==> src/rtl/simple_counter_4bit.sv <==
// simple_counter_4bit
// Free-running binary counter with a programmable terminal value, a count
// direction, a combinational terminal-count flag, a registered one-cycle
// wrap pulse and a saturating 8-bit count of wraps since reset.
// Reset is synchronous and active-low. The counter has no enable, so it
// advances on every rising clock edge while reset is high.

module simple_counter_4bit #(
    parameter int WIDTH     = 4,
    parameter int MAX_VAL   = (1 << WIDTH) - 1,
    parameter int RESET_VAL = 0,
    parameter int DIRECTION = 0
) (
    input  logic             clk,
    input  logic             reset,
    output logic [WIDTH-1:0] q,
    output logic             tc,
    output logic             wrap,
    output logic [7:0]       wrap_count
);

    localparam logic [WIDTH-1:0] MAX_Q   = WIDTH'(MAX_VAL);
    localparam logic [WIDTH-1:0] RESET_Q = WIDTH'(RESET_VAL);
    localparam logic [WIDTH-1:0] ZERO_Q  = '0;
    localparam logic [WIDTH-1:0] ONE_Q   = WIDTH'(1);
    localparam logic             COUNT_DOWN = (DIRECTION != 0);

    logic             at_terminal;
    logic [WIDTH-1:0] next_q;

    // The terminal value is the one from which the next edge wraps:
    // MAX_VAL when counting up, zero when counting down. The wrap is
    // handled by comparison, so q never leaves the range 0..MAX_VAL.
    always_comb begin
        at_terminal = 1'b0;
        next_q      = q;
        if (COUNT_DOWN) begin
            at_terminal = (q == ZERO_Q);
            next_q      = at_terminal ? MAX_Q : (q - ONE_Q);
        end else begin
            at_terminal = (q == MAX_Q);
            next_q      = at_terminal ? ZERO_Q : (q + ONE_Q);
        end
    end

    assign tc = at_terminal;

    // Count register, wrap pulse and saturating wrap counter. Reset wins
    // over counting and never produces a wrap pulse.
    always_ff @(posedge clk) begin
        if (!reset) begin
            q          <= RESET_Q;
            wrap       <= 1'b0;
            wrap_count <= 8'd0;
        end else begin
            q    <= next_q;
            wrap <= at_terminal;
            if (at_terminal && (wrap_count != 8'hFF)) begin
                wrap_count <= wrap_count + 8'd1;
            end
        end
    end

endmodule

==> config.mk <==
export PLATFORM = sky130hd
export DESIGN_NAME = simple_counter_4bit
export DESIGN_NICKNAME = d
export VERILOG_FILES = /design/src/rtl/simple_counter_4bit.sv
export SDC_FILE = /design/constraint.sdc
export NUM_CORES = 1
export LEC_CHECK = 0
export BUFFER_PORTS_ARGS = -buffer_cell sky130_fd_sc_hd__buf_4
export CELL_PAD_IN_SITES_DETAIL_PLACEMENT = 0
export CELL_PAD_IN_SITES_GLOBAL_PLACEMENT = 1
export CORE_MARGIN = 3
export CORE_UTILIZATION = 36
export CTS_CLUSTER_DIAMETER = 40
export CTS_CLUSTER_SIZE = 25
export DETAILED_ROUTE_END_ITERATION = 10
export GPL_ROUTABILITY_DRIVEN = 0
export MAX_ROUTING_LAYER = met4
export PLACE_DENSITY_LB_ADDON = 0.1
export SYNTH_ARGS = -nofsm -noshare
export SYNTH_HDL_FRONTEND = slang
export SYNTH_SLANG_ARGS = --single-unit
==> constraint.sdc <==
create_clock -name clk -period 1.9 [get_ports clk]
set_clock_uncertainty 0.2 [all_clocks]
set_input_delay 0.285 -clock clk [delete_from_list [all_inputs] [get_ports clk]]
set_output_delay 0.285 -clock clk [all_outputs]
set_load 0.02 [all_outputs]
==> impl_results.md <==
* Sequential-to-total area share from yosys stat at 42.54%
* Total CTS buffers at 3
* H-Tree Depth at 1
* CP Launch Type: flop
* Final period utilization at 92.77%
* Post-Layout Cell Count at 99
* Layout cells sized above 1 at 34.94%
* Mean post-synth cell area at 9.413 sq um
* Drt drc at 0
* Crit Path Max Fanout at 8
* Layout area overhead at 27.20%
* Antenna cells at 0
* Largest net degree at the start of global routing at 10
* Yosys reg bits at 13
* Core ar. at 1559 sq um
* VDD IR-drop max at 0.3218 mV
* Fmax at 567.3 MHz
* FP Rows at 14
* Io pins at 16
* Nets at 88
* Worst setup EP type: primary output
* Syn Inst Count at 65
* Top-area cell type share of the netlist area at 42.54%
* Vias per std cell at 5.677
* Post-CTS sizing at 1
* Critical-path top delay cell: dfxtp_1
* Cell Area, Placed at 737.0 sq um
* Gr usage total at 14.15%
* CTS root buf: clkbuf_4
* I/O Buffers at 15
* Initial Utilization at 39.25%
* Status: complete, no violations
* Cts-stage hold buffer count at 0
* Slowest stage delay, CP at 0.41 ns
* Sink Count at 13
* Max cap viols at 0
* CP arrival at 1.28 ns
* Die area at 2230 sq um
* Mapped Area at 611.8 sq um
* Final setup violating endpoints at 0
* Cell area after layout at 778.2 sq um
* Die H at 47.23 um
* Worst-path clk slew at 0.09 ns
* Initial antenna violation count at 0
* Crit path max-delay family: flip-flops
* Chip Width at 47.23 um
* Min-delay worst type: primary input to flop
* Pwr/cell area at 639.0 nW/um^2
* First-pass GRT wire length at 2.090 mm
* Routed wire per std cell at 13.31 um
* Setup bufs post-CTS at 0
* Min Clock Period, post-route at 1.763 ns
* Vias in the first global route at 485
* Global route overflow at 0
* DRT antenna net count at 0
* Slew @ Worst Pin at 0.3480 ns
* Synth top area cells: dfxtp_1 (43%), a211oi_1 (6.1%), mux2i_1 (4.9%)
* CTS tree: yes
* Worst path bufs/invs at 2
* Critical-path cell list: ha_4 > nand3_2 > clkinv_2 > buf_4
* Synth area leader: dfxtp_1
* Post-place setup slack at 0.2439 ns
* Commonest non-fill, non-tap cell in the layout: buf_4
* Pins Over Slew Limit at 0
* Vias at 562
* Distinct cell type count after synthesis at 27
* Most frequent cells in the layout: buf_4 (15), dfxtp_1 (12), inv_1 (5), a211oi_1 (5)
* DR pass1 iterations at 4
* Syn Nets at 69
* Fin worst setup slack at 0.1373 ns
* Final wirelength at 1.318 mm
* Placed instance count at 95
* Hpwl dp at 980 um
* CTS Buffer Depth at 2
* Worst skew pair latency at 0.28 ns
* DR iter-0 viols at 8
* Setup tns final at 0 ns
* RSZ-0062 raised after global routing: false
* Leakage Power at 0.3218 nW
* Critical path class: flop to primary output
* Normalized max-slew margin at 76.20%
* CP required at 1.41 ns
* Final Hold Viols at 0
* YS warnings at 0
-- worst reg2reg max path, cell delays in order (launching register included) --
cell       delay (ns)
dfxtp_1          0.36
ha_1             0.24
and2_2           0.23
a2111oi_0        0.39
a211oi_1         0.09
-- state kept, by name, summed over array words and instances, names as in the netlist --
register and count:
q 4, wrap 1, wrap_count 8
-- Yosys cell counts --
master and n:
a2111oi_0 1, and3_2 4, nand4_2 1, and2_2 1
inv_1 5, ha_1 2, a21oi_1 4, nand3_1 2
o21ai_0 2, nand2_1 4, buf_4 1, a211oi_1 5
o221a_1 1, and4_1 1, nor2_1 2, xnor2_1 1
a31oi_1 1, nor4_1 1, mux2i_1 3, dfxtp_1 13
nand4_1 3, nand3_2 1, clkinv_2 1, nor3_1 1
nand4b_1 1, and4b_1 1, nand2b_1 2
-- layer usage --
layer  vias to the layer above  track usage [%]  wire [um]
met5                         -                -          0
li1                        280                -          -
met3                         3            6.897         68
met4                         0            6.630         17
met1                       264            16.74        681
met2                        15            19.79        550
-- stage by stage --
| step | power, mW | util, % | hold WS, ns |
|---|---|---|---|
| after global routing | 0.5238 | 49.92 | 0.09131 |
| after CTS | 0.4994 | 49.20 | 0.09216 |
| after floorplan | 0.3125 | - | 0.3534 |
| final | 0.4973 | 49.92 | 0.09444 |
| after global placement | 0.3258 | 47.27 | 0.2922 |
| after detailed placement | 0.3257 | 47.27 | 0.2885 |
-- power breakdown --
group	switching (mW)	leakage [nW]	total (mW)	internal (mW)
Sequential	0.00881	0.105	0.287	0.278
Clock	0.0959	0.0177	0.174	0.0782
Combinational	0.0193	0.199	0.0363	0.0170
Total	0.124	0.322	0.497	0.373
-- logic make-up after synthesis --
group	share of synthesized area (%)
AO/OA/AOI/OAI	15.34
XOR/XNOR	1.432
adder cells (fa/ha/maj)	4.089
buffers and inverters	5.112
flip-flops	42.54
multiplexers	4.908
AND/OR/NAND/NOR	26.59
-- path summary, 6_finish.rpt --
path                      start             to  slack, ns  cells after the start
setup / recovery           q[1]             tc       0.14                      4
hold / removal            reset  wrap_count[7]       0.09                      2
setup reg to reg  wrap_count[0]  wrap_count[5]       0.29                      4
hold reg to reg            q[0]           q[0]       0.29                      1
-- cell type report --
cell class              instances  area (sq um)
fillers                       158         780.7
inverters                       6         23.77
flip-flops and latches         13         261.5
repair buffers                 15         112.6
clock inverters                 1         5.005
clock buffers                   3         22.52
multi-input cells              45         332.8
well taps                      16         20.02
Power figures use the tool's default switching activity.
